$ cat src/rtl/uart_pkg.sv
// Shared UART definitions: frame-format encodings, receiver FSM states and divisor helpers.
// Used by both the configurable receiver and the configurable transmitter.
package uart_pkg;

    localparam int unsigned MIN_DIV_DEFAULT = 8;

    localparam logic [1:0] PAR_NONE = 2'b00;
    localparam logic [1:0] PAR_ODD  = 2'b01;
    localparam logic [1:0] PAR_EVEN = 2'b10;

    localparam logic [1:0] STOP_1   = 2'b00;
    localparam logic [1:0] STOP_1P5 = 2'b10;
    localparam logic [1:0] STOP_2   = 2'b11;

    typedef enum logic [2:0] {
        ST_IDLE,
        ST_START,
        ST_DATA,
        ST_PARITY,
        ST_STOP1,
        ST_STOP2,
        ST_DONE
    } uart_rx_state_e;

    // 11 is treated as "no parity", same as 00.
    function automatic logic parity_enabled(input logic [1:0] par);
        return (par == PAR_ODD) || (par == PAR_EVEN);
    endfunction

    // 1.5 stop bits is received as a single checked stop bit.
    function automatic logic two_stop_bits(input logic [1:0] sb);
        return sb == STOP_2;
    endfunction

    function automatic logic [31:0] clamp_div(input logic [31:0] bps, input int unsigned min_div);
        return (bps < 32'(min_div)) ? 32'(min_div) : bps;
    endfunction

endpackage

$ cat src/rtl/uart_rx_baud.sv
// Runtime-divisor bit counter with a mid-bit decision strobe for the UART receiver.
// With UART_RX_MAJORITY_EN defined the strobe moves from half-1 to half so the last of three samples is in.
module uart_rx_baud
    import uart_pkg::*;
(
    input  logic        clk,
    input  logic        rst,
    input  logic        clr,
    input  logic [31:0] div,
    output logic        strobe
);

    logic [31:0] cnt_q;
    logic [31:0] cnt_d;
    logic [31:0] half;
    logic [31:0] strobe_pt;

    assign half = div >> 1;

`ifdef UART_RX_MAJORITY_EN
    assign strobe_pt = half;
`else
    assign strobe_pt = half - 32'd1;
`endif

    always_comb begin
        cnt_d = cnt_q + 32'd1;
        if (clr || (cnt_q == div - 32'd1)) begin
            cnt_d = 32'd0;
        end
    end

    assign strobe = (cnt_q == strobe_pt);

    always_ff @(posedge clk or posedge rst) begin
        if (rst) begin
            cnt_q <= 32'd0;
        end else begin
            cnt_q <= cnt_d;
        end
    end

endmodule

$ cat src/rtl/uart_rx_cfg.sv
// Runtime-configurable UART receiver: programmable divisor, parity and stop bits, one byte per frame.
// Define UART_RX_MAJORITY_EN for 2-of-3 majority bit decisions around mid-bit.
module uart_rx_cfg
    import uart_pkg::*;
#(
    parameter int unsigned SYNC_STAGES = 2,
    parameter int unsigned MIN_DIV     = MIN_DIV_DEFAULT
) (
    input  logic        clk,
    input  logic        rst,
    input  logic [31:0] bps_para,
    input  logic [1:0]  parity,
    input  logic [1:0]  stopbit,
    input  logic        rs422_rx,
    output logic [7:0]  rx_data,
    output logic        valid,
    output logic        check,
    output logic        stop,
    output logic        busy
);

    logic [SYNC_STAGES-1:0] sync_q, sync_d;
    logic                   rx_prev_q, rx_prev_d;
    logic                   rx_s;
    logic                   fall;
    logic                   bit_val;

    uart_rx_state_e state_q, state_d;
    logic [31:0]    div_q, div_d;
    logic [1:0]     par_q, par_d;
    logic [1:0]     stop_cfg_q, stop_cfg_d;
    logic [2:0]     bit_idx_q, bit_idx_d;
    logic [7:0]     shift_q, shift_d;
    logic           perr_q, perr_d;
    logic           serr_q, serr_d;
    logic           serr_new;
    logic [7:0]     rx_data_q, rx_data_d;
    logic           valid_q, valid_d;
    logic           check_q, check_d;
    logic           stop_q, stop_d;
    logic           busy_q, busy_d;

    logic           baud_clr;
    logic           strobe;

    assign sync_d    = {sync_q[SYNC_STAGES-2:0], rs422_rx};
    assign rx_s      = sync_q[SYNC_STAGES-1];
    assign rx_prev_d = rx_s;
    assign fall      = rx_prev_q & ~rx_s;

`ifdef UART_RX_MAJORITY_EN
    // hist_q[0] holds rx_s from counter value half-1, hist_q[1] from half-2.
    logic [1:0] hist_q, hist_d;
    assign hist_d  = {hist_q[0], rx_s};
    assign bit_val = (hist_q[1] & hist_q[0]) | (hist_q[1] & rx_s) | (hist_q[0] & rx_s);
`else
    assign bit_val = rx_s;
`endif

    assign serr_new = serr_q | ~bit_val;

    uart_rx_baud u_baud (
        .clk    (clk),
        .rst    (rst),
        .clr    (baud_clr),
        .div    (div_q),
        .strobe (strobe)
    );

    always_comb begin
        state_d    = state_q;
        div_d      = div_q;
        par_d      = par_q;
        stop_cfg_d = stop_cfg_q;
        bit_idx_d  = bit_idx_q;
        shift_d    = shift_q;
        perr_d     = perr_q;
        serr_d     = serr_q;
        rx_data_d  = rx_data_q;
        valid_d    = 1'b0;
        check_d    = 1'b0;
        stop_d     = 1'b0;
        busy_d     = busy_q;
        baud_clr   = 1'b0;

        unique case (state_q)
            ST_IDLE: begin
                baud_clr = 1'b1;
                if (fall) begin
                    state_d    = ST_START;
                    div_d      = clamp_div(bps_para, MIN_DIV);
                    par_d      = parity;
                    stop_cfg_d = stopbit;
                    bit_idx_d  = 3'd0;
                    perr_d     = 1'b0;
                    serr_d     = 1'b0;
                    busy_d     = 1'b1;
                end
            end
            ST_START: begin
                if (strobe) begin
                    if (bit_val) begin
                        state_d = ST_IDLE;
                        busy_d  = 1'b0;
                    end else begin
                        state_d = ST_DATA;
                    end
                end
            end
            ST_DATA: begin
                if (strobe) begin
                    shift_d   = {bit_val, shift_q[7:1]};
                    bit_idx_d = bit_idx_q + 3'd1;
                    if (bit_idx_q == 3'd7) begin
                        state_d = parity_enabled(par_q) ? ST_PARITY : ST_STOP1;
                    end
                end
            end
            ST_PARITY: begin
                if (strobe) begin
                    if (par_q == PAR_ODD) begin
                        perr_d = ~(^shift_q ^ bit_val);
                    end else begin
                        perr_d = ^shift_q ^ bit_val;
                    end
                    state_d = ST_STOP1;
                end
            end
            ST_STOP1: begin
                if (strobe) begin
                    serr_d = serr_new;
                    if (two_stop_bits(stop_cfg_q)) begin
                        state_d = ST_STOP2;
                    end else begin
                        state_d   = ST_DONE;
                        valid_d   = 1'b1;
                        rx_data_d = shift_q;
                        check_d   = perr_q;
                        stop_d    = serr_new;
                    end
                end
            end
            ST_STOP2: begin
                if (strobe) begin
                    serr_d    = serr_new;
                    state_d   = ST_DONE;
                    valid_d   = 1'b1;
                    rx_data_d = shift_q;
                    check_d   = perr_q;
                    stop_d    = serr_new;
                end
            end
            ST_DONE: begin
                // Edges seen here are dropped: rx_prev already tracks the line.
                baud_clr = 1'b1;
                state_d  = ST_IDLE;
                busy_d   = 1'b0;
            end
            default: begin
                state_d = ST_IDLE;
                busy_d  = 1'b0;
            end
        endcase
    end

    always_ff @(posedge clk or posedge rst) begin
        if (rst) begin
            sync_q     <= {SYNC_STAGES{1'b1}};
            rx_prev_q  <= 1'b1;
`ifdef UART_RX_MAJORITY_EN
            hist_q     <= 2'b11;
`endif
            state_q    <= ST_IDLE;
            div_q      <= 32'(MIN_DIV);
            par_q      <= PAR_NONE;
            stop_cfg_q <= STOP_1;
            bit_idx_q  <= 3'd0;
            shift_q    <= 8'd0;
            perr_q     <= 1'b0;
            serr_q     <= 1'b0;
            rx_data_q  <= 8'd0;
            valid_q    <= 1'b0;
            check_q    <= 1'b0;
            stop_q     <= 1'b0;
            busy_q     <= 1'b0;
        end else begin
            sync_q     <= sync_d;
            rx_prev_q  <= rx_prev_d;
`ifdef UART_RX_MAJORITY_EN
            hist_q     <= hist_d;
`endif
            state_q    <= state_d;
            div_q      <= div_d;
            par_q      <= par_d;
            stop_cfg_q <= stop_cfg_d;
            bit_idx_q  <= bit_idx_d;
            shift_q    <= shift_d;
            perr_q     <= perr_d;
            serr_q     <= serr_d;
            rx_data_q  <= rx_data_d;
            valid_q    <= valid_d;
            check_q    <= check_d;
            stop_q     <= stop_d;
            busy_q     <= busy_d;
        end
    end

    assign rx_data = rx_data_q;
    assign valid   = valid_q;
    assign check   = check_q;
    assign stop    = stop_q;
    assign busy    = busy_q;

endmodule

$ cat config.mk
export PLATFORM = sky130hd
export DESIGN_NAME = uart_rx_cfg
export DESIGN_NICKNAME = d
export VERILOG_FILES = /design/src/rtl/uart_pkg.sv /design/src/rtl/uart_rx_baud.sv /design/src/rtl/uart_rx_cfg.sv
export SDC_FILE = /design/constraint.sdc
export NUM_CORES = 1
export LEC_CHECK = 0
export CORE_UTILIZATION = 60
export DETAILED_ROUTE_END_ITERATION = 10
export PLACE_DENSITY = 0.81
export SETUP_SLACK_MARGIN = 0.4
export SLEW_MARGIN = 20
export SYNTH_ARGS = -nofsm -noshare
export SYNTH_HDL_FRONTEND = slang
export SYNTH_SLANG_ARGS = --single-unit
$ cat constraint.sdc
create_clock -name clk -period 4.83 [get_ports clk]
set_clock_uncertainty 0.05 [all_clocks]
set_input_delay 0.966 -clock clk [delete_from_list [all_inputs] [get_ports clk]]
set_output_delay 0.966 -clock clk [all_outputs]
set_load 0.02 [all_outputs]
* Yosys cells after proc, flatten, opt, wreduce, memory -nomap -nowiden
Cells that the tools add are included.
** Word-level totals
- Logic and storage cells :: 111
- Input port bits :: 39
- Register bits :: 99
- Output and inout port bits :: 12
** Operators by class
- Eq/ne operators :: 22
- Mux-type cells :: 43
- Bitwise gates (word level) :: 6
- Order comparisons :: 1
- Add/subtract/negate cells :: 4
- Reductions and logical operators :: 19
** Operator list (number)
- $eq A32 B32 Y1 :: 2
- $mux W32 :: 2
- $add A32 B1 Y32 const B :: 1
- $lt A32 B4 Y1 const B :: 1
- $sub A31 B1 Y32 const B :: 1
- $sub A32 B1 Y32 const B :: 1
- $mux W3 :: 10
- $mux W8 :: 3
- $ne A2 B2 Y1 const B :: 9
- $pmux W3 S6 :: 1
- $mux W1 :: 17
- $pmux W8 S2 :: 1
- $eq A3 B3 Y1 const B :: 4
- $pmux W1 S2 :: 5
- $reduce_and A3 Y1 :: 3
- $reduce_and A4 Y1 :: 2
- $reduce_bool A2 Y1 :: 4
- $reduce_xor A8 Y1 :: 1
- $reduce_and A7 Y1 :: 1
- $eq A3 B2 Y1 const B :: 2
- $pmux W3 S2 :: 1
- $eq A2 B2 Y1 const B :: 2
- $mux W2 :: 2
- $reduce_and A2 Y1 :: 2
- other kinds (13) :: 17

* Logic depth before layout (Yosys ltp)
Gate-level depths: netlist of run 1.
- Depth after elaboration :: 6
- Mapped depth :: 14
- Depth with buffers taken out :: 11

* Hierarchy
A second synthesis of run 1 with hierarchy kept.
** Second synthesis, totals
- Cells, all modules :: 782
- Area, all modules :: 7179.4 um^2
** By module, submodules not included
- uart_rx_baud :: sequential area each 800.8 um^2, times used 1, cells each 504, area an instance 4292.9 um^2
- uart_rx_cfg :: sequential area each 1681.6 um^2, times used 1, cells each 278, area an instance 2886.5 um^2

* Worst setup path after synthesis of run 1
OpenSTA, ideal clock, no wires.
- Path kind :: register -> register
- Start point :: register div_q[1]
- End point :: register shift_q[0]
- Arrival time :: 3.778 ns
- Clock period less this slack :: 3.953 ns
- Path buffers :: 3
- Stages on the path, launching flop included :: 14
- Path slack :: 0.877 ns
- Cell sequence :: dfrtp_1 inv_1 ha_1 buf_2 or4b_1 buf_2 or3_1 a2111o_1 o21bai_1 a2111o_1 or4_1 nor3_2 buf_6 mux2_4
** Between the ends
- Word-level cells in the longest chain between the ends :: 3
** Ends and longest elaborated chain
- from (decl) :: line uart_rx_cfg.sv:29 : logic [31:0] div_q, div_d;
- from (signal assigned) :: line uart_rx_cfg.sv:174 : div_q <= 32'(MIN_DIV);
- from (signal assigned) :: line uart_rx_cfg.sv:193 : div_q <= div_d;
- $sub A31 B1 Y32 :: line uart_rx_baud.sv:23 : assign strobe_pt = half - 32'd1;
- $eq A32 B32 Y1 :: line uart_rx_baud.sv:33 : assign strobe = (cnt_q == strobe_pt);
- $reduce_and A2 Y1 (no line)
- to (signal assigned) :: line uart_rx_cfg.sv:197 : shift_q <= shift_d;
- to (decl) :: line uart_rx_cfg.sv:33 : logic [7:0] shift_q, shift_d;
Every way passes these cells.
A chain may end at the register's enable or synchronous reset.

* Worst setup path in the final report of run 1
- Start point :: register div_q[1]
- End point :: register rx_data_q[7], in the netlist rx_data[7]
** Between the ends
- Word-level cells in the longest chain between the ends :: 4
- Elaborated cells on any way between the ends :: 5
** Ends and longest elaborated chain
- $sub A31 B1 Y32 * :: line uart_rx_baud.sv:23
- $eq A32 B32 Y1 * :: line uart_rx_baud.sv:33
- $ne A2 B2 Y1 (no line)
- $reduce_and A4 Y1 (no line) *
- to (signal assigned) :: line uart_rx_cfg.sv:200 : rx_data_q <= rx_data_d;
- to (decl) :: line uart_rx_cfg.sv:37 : logic [7:0] rx_data_q, rx_data_d;
Mark *: on every way between the ends. The rest lies on a longest branch, timed or not.

==> results of run 1 <==
-- path summary, 6_finish.rpt --
path | startpoint | to | slack [ns] | cells past startpoint
worst max-delay path | div_q[1] | rx_data[7] | 0.62 | 11
worst min-delay path | sync_q[0] | sync_q[1] | 0.32 | 0
worst max register to register | div_q[1] | rx_data[7] | 0.62 | 11
worst min register to register | sync_q[0] | sync_q[1] | 0.32 | 0
max in group asynchronous | rst | div_q[3] | 2.92 | 3
min in group asynchronous | rst | div_q[27] | 1.03 | 2
-- cell families (layout without fill, tap and decap cells) --
| logic type | count (synthesis) | in the layout | share of synthesized area, % |
|---|---|---|---|
| DFF | 99 | 99 | 37.0 |
| xor gates and xnor gates | 116 | 116 | 15.4 |
| adders and majority gates | 6 | 6 | 1.12 |
| and+or+nand+nor | 383 | 383 | 28.3 |
| buffers and inverters | 74 | 95 | 4.48 |
| muxes | 24 | 24 | 4.33 |
| AOI/OAI and AO/OA | 89 | 89 | 9.36 |
-- final cells by class --
cell class / count / area (um^2) / area share (%)
Sequential cell: 99 / 2480 / 33.3
Clock buffer: 10 / 128 / 1.71
Tap cell: 140 / 175 / 2.35
Timing Repair Buffer: 61 / 583 / 7.83
Inverter: 18 / 72.6 / 0.974
Clock inverter: 6 / 57.6 / 0.773
Multi-Input combinational cell: 618 / 3950 / 53.0
-- routing by layer --
metal	wire length, um	GRT usage, %	vias to the layer above
li1	-	-	2775
met1	7630	43.7	2864
met2	8340	51.8	273
met3	1520	8.23	71
met4	790	16.9	0
met5	0	0	-
-- worst max-delay path, cell delays in order, from the launching register on --
cell and delay [ns]:
dfrtp_1 0.44, inv_1 0.14, ha_2 0.30, or4b_4 0.54, or3_1 0.36, a2111o_1 0.43
or4b_1 0.57, nor4bb_1 0.28, and4_2 0.33, nand2_2 0.12, nor2_8 0.20, mux2_1 0.35
-- power breakdown --
| group | total [uW] | internal [uW] | switching [uW] |
|---|---|---|---|
| Sequential | 1440 | 1000 | 439 |
| Clock | 527 | 199 | 328 |
| Combinational | 1610 | 684 | 928 |
-- state kept, by name (all words and copies together), names as in the netlist --
name and count:
bit_idx_q 3, rx_prev_q 1, shift_q 8, rx_data 8, par_q 2, sync_q 2
busy 1, u_baud.cnt_q 32, state_q 3, stop 1, div_q 32, serr_q 1
valid 1, perr_q 1, stop_cfg_q 2, check 1
-- timing repair --
| action | CTS | global route |
|---|---|---|
| resized for setup | 0 | 3 |
| buffers inserted | 0 | 0 |
| setup endpoints to repair | 0 | 11 |
-- synthesized netlist by cell type (4+ instances only) --
library cell  count
nand2_1         132
dfrtp_1          95
nor2_1           76
xnor2_1          68
xor2_1           47
clkbuf_1         46
nand3_1          35
nor4_1           31
nor3_1           23
o21ai_0          22
inv_1            18
a21oi_1          14
nand4_1          14
and3_1            9
mux2_1            9
or4_1             9
or3_1             8
mux2_4            7
buf_2             6
ha_1              6
nand2b_1          6
and2_1            5
mux2i_1           5
o211ai_1          5
o31a_1            5
and4_1            4
dfstp_2           4
nor2b_1           4
nor3b_1           4
-- metrics by stage --
step           instance area [um^2]  instances
2_1_floorplan                  6700        791
3_3_place_gp                   7250        936
3_5_place_dp                   7250        936
4_1_cts                        7440        952
5_1_grt                        7450        952
6_report                       7450        952
-- cell usage in the layout, fill, tap and decap left out, drive strengths merged, types with 5 or more instances in the layout --
cell,n
nor4,32
or3,8
ha,6
xor2,47
buf,11
nand2b,6
inv,21
nand2,133
a21oi,14
nor3,25
and3,9
clkbuf,10
mux2i,5
dfrtp,95
or4,9
o211ai,6
and2,5
xnor2,68
mux2,19
o31a,5
nand4,14
nor2,77
clkdlybuf4s50,50
nand3,35
o21ai,23
==> metrics.yaml, run 1 <==
powerDensity_nw_per_um2: 481
dp_hpwl_mm: 13.8
path_class: "flip-flop to flip-flop"
grt_usage_pct: 33.5
cts_tree: "built"
wire_per_inst_um: 19.2
critPathArrivalTime_ns: 4.46
num_vias: 5983
wl_mm: 18.3
first_pass_iters: 6
ios: 51
period_minus_slack_ns: 4.21
root_buffer: "clkbuf_8"
maxCapViolations: 0
maxSlewViolCount: 0
vias_per_cell: 6.28
setup_slack_ns: 0.620
core_um2: 10800
ys.flop_type: "dfrtp_1"
fp.dieW_um: 108
hold_viol_final: 0
grt_pass1_wl_mm: 29.3
syn_to_final_growth_pct: 11.2
finalCritPeriodShare_pct: 87.2
diodes: 0
hold_path_class: "flip-flop to flip-flop"
status: "completed"
tightest_slew_ns: 0.809
drt_iter0_drc: 482
ys_seq_area_share_pct: 37.0
setup.worst_path.start_class: "flip-flop"
die_y_um: 108
row_count: 38
ir_worst_vdd_mv: 0.310
path_clk_slew_ns: 0.11
async_reset_ff_share_pct: 100
drt.antenna.violating_nets: 0
ys_ff_latch: 99
drc: 0
grt_pass1_vias: 5756
worstPathMaxFanout: 10
syn_nets: 836
grt_max_degree: 91
fillers: 852
drive_gt1_share_pct: 7.39
rsz0062_at_grt: "false"
yosys_warnings: 0
clockBufferDepth: 2
synth_area_um2: 6700
worstSetupEndpointType: "flip-flop"
synth_top_area_share_pct: 35.5
holdBufCountCts: 0
clock-sinks: 99
antenna_found_initial: 0
gp_congestion: 0.989
fp.dieArea_um2: 11600
final-setup-viol-count: 0
p_leak_uw: 0.00307
yosys.cell_types.count: 70
slew_headroom_pct: 46.1
clk_latency_ns: 0.41
setup_tns_ns: 0
numCtsBuffers: 9
synth-edff-count: 0
final_net_count: 852
fin_total_pwr_uw: 3580
utilization_pct: 68.7
start_util_pct: 61.8
synthCells: 791
synth.avg_cell_area_um2: 8.47
holdWs_ns: 0.317
pre_cts_slack_ns: 0.527
max_freq_ghz: 0.238
ys_top_cells_by_area: "dfrtp_1, xnor2_1, nand2_1, xor2_1, nor2_1"
yosysTopAreaCell: "dfrtp_1"
grt_overflow: 0
htree_levels: 3
required_ns: 5.08
port_buffers: 50
Power figures use the tool's default switching activity.
==> inputs of run 2 (changes only) <==
--- a/config.mk
+++ b/config.mk
@@ -8,7 +8,6 @@
 export CORE_UTILIZATION = 60
 export DETAILED_ROUTE_END_ITERATION = 10
 export PLACE_DENSITY = 0.81
-export SETUP_SLACK_MARGIN = 0.4
 export SLEW_MARGIN = 20
 export SYNTH_ARGS = -nofsm -noshare
 export SYNTH_HDL_FRONTEND = slang
==> metrics.yaml, run 2 (synthesized netlist as in run 1, its figures left out) <==
port_buffers: 50  # unchanged
timing.rr.end: "rx_data[7]"
num_vias: 5968  # -0.25%
grt_pass1_vias: 5756  # unchanged
vias_per_cell: 6.27  # -0.25%
drc: 0  # unchanged
setup.worst_path.start_class: "flip-flop"
pre_cts_slack_ns: 0.527  # unchanged
antenna_found_initial: 0  # unchanged
setup_slack_ns: 0.458  # -0.162 ns
largestRegisters: "div_q x32, u_baud.cnt_q x32"
instances_no_fill: 952  # unchanged
cts_setup_buffers: 0  # unchanged
first_pass_iters: 5  # -1
start_util_pct: 61.8  # unchanged
wl_mm: 18.3  # -0.13%
root_buffer: "clkbuf_8"
period_minus_slack_ns: 4.37  # +0.162 ns
r2r_setup_slack_ns: 0.46  # -0.16 ns
cts_resized: 0  # unchanged
fp.dieArea_um2: 11600  # unchanged
setup_tns_ns: 0  # unchanged
final_net_count: 852  # unchanged
wire_per_inst_um: 19.2  # -0.13%
ir_worst_vdd_mv: 0.313  # +1.0%
fp.dieW_um: 108  # unchanged
p_leak_uw: 0.00307  # about the same
max_freq_ghz: 0.229  # -3.7%
tightest_slew_ns: 0.807  # -0.00176 ns
worstSetupEndpointType: "flip-flop"
final_common_cell: "nand2_1"
ios: 51  # unchanged
worst_hold_path.num_cells: 0  # unchanged
hold_viol_final: 0  # unchanged
grt_usage_pct: 33.5  # unchanged
gp_congestion: 0.989  # unchanged
numCtsBuffers: 9  # unchanged
clock-sinks: 99  # unchanged
diodes: 0  # unchanged
grt_overflow: 0  # unchanged
status: "completed"
clk_latency_ns: 0.41  # about the same
reg2reg_depth: 11  # unchanged
syn_to_final_growth_pct: 11.1
holdBufCountCts: 0  # unchanged
r2r_start: "div_q[1]"
maxCapViolations: 0  # unchanged
setup.worst_path.start: "div_q[1]"
finalCritPeriodShare_pct: 90.5  # +3.4 points
critPathArrivalTime_ns: 4.62  # +0.16 ns
drive_gt1_share_pct: 7.02  # -0.37 points
drt.antenna.violating_nets: 0  # unchanged
path_class: "flip-flop to flip-flop"
utilization_pct: 68.6  # -0.069 points
fillers: 852  # unchanged
drt_iter0_drc: 436  # -9.5%
grt_pass1_wl_mm: 29.3  # unchanged
crit_end: "rx_data[7]"
cts_tree: "built"
slew_headroom_pct: 46.2  # +0.12 points
htree_levels: 3  # unchanged
required_ns: 5.08  # about the same
maxSlewViolCount: 0  # unchanged
path_clk_slew_ns: 0.11  # about the same
clockBufferDepth: 2  # unchanged
layout_common_cells: "nand2_1, dfrtp_1, nor2_1, xnor2_1, clkdlybuf4s50_1"
die_y_um: 108  # unchanged
core_um2: 10800  # unchanged
powerDensity_nw_per_um2: 481  # about the same
row_count: 38  # unchanged
hold_path_class: "flip-flop to flip-flop"
worstPathMaxFanout: 10  # unchanged
final-setup-viol-count: 0  # unchanged
rsz0062_at_grt: "false"
grt_max_degree: 91  # unchanged
dpl.cell_count: 936  # unchanged
dp_hpwl_mm: 13.8  # unchanged
==> run 2: cell counts in the layout (fill, tap and decap cells not counted) <==
Identical to the previous run, type by type.
==> run 2: layout make-up <==
| class | count | area, um^2 | share of cell area, % |
|---|---|---|---|
| Tap cell | 140 | 175 | 2.35 |
| Clock buffer | 10 | 128 | 1.72 |
| Timing Repair Buffer | 61 | 583 | 7.84 |
| Clock inverter | 6 | 57.6 | 0.773 |
| Sequential cell | 99 | 2480 | 33.4 |
| Inverter | 18 | 72.6 | 0.975 |
| Multi-Input combinational cell | 618 | 3940 | 53.0 |
==> run 2: worst min-delay path by stage <==
| stage | slack, ns | end | from |
|---|---|---|---|
| final | 0.32 | sync_q[1] | sync_q[0] |
| after global routing | 0.32 | sync_q[1] | sync_q[0] |
| after CTS | 0.32 | sync_q[1] | sync_q[0] |
| after detailed placement | 0.30 | sync_q[1] | sync_q[0] |
| after global placement | 0.30 | sync_q[1] | sync_q[0] |
| after floorplan | 0.30 | sync_q[1] | sync_q[0] |
==> run 2: per-layer routing <==
| metal | track usage, % | vias up | part of all wire (%) |
|---|---|---|---|
| met4 | 16.9 | 0 | 3.9 |
| met5 | 0 | - | 0 |
| li1 | - | 2779 | - |
| met1 | 43.7 | 2863 | 41 |
| met3 | 8.23 | 59 | 8.9 |
| met2 | 51.8 | 267 | 46 |
==> run 2: stage by stage <==
| step | hold slack [ns] | area (um^2) | total power [uW] |
|---|---|---|---|
| floorplan | 0.295 | 6700 | 2550 |
| finish | 0.318 | 7440 | 3580 |
| detailed placement | 0.302 | 7250 | 3020 |
| global placement | 0.296 | 7250 | 2960 |
| CTS | 0.317 | 7440 | 3550 |
| global route | 0.320 | 7440 | 3810 |
==> run 2: critical path, stage by stage (launching register included) <==
cell      delay, ns
dfrtp_1        0.44
inv_1          0.14
ha_1           0.36
or4b_1         0.60
or3_1          0.39
a2111o_1       0.43
or4b_1         0.56
nor4bb_1       0.28
and4_1         0.34
nand2_2        0.14
nor2_8         0.20
mux2_1         0.35
==> run 2: power by group <==
group | internal [uW] | switching [uW] | total [uW]
Sequential | 1000 | 438 | 1440
Combinational | 680 | 930 | 1610
Clock | 199 | 327 | 527
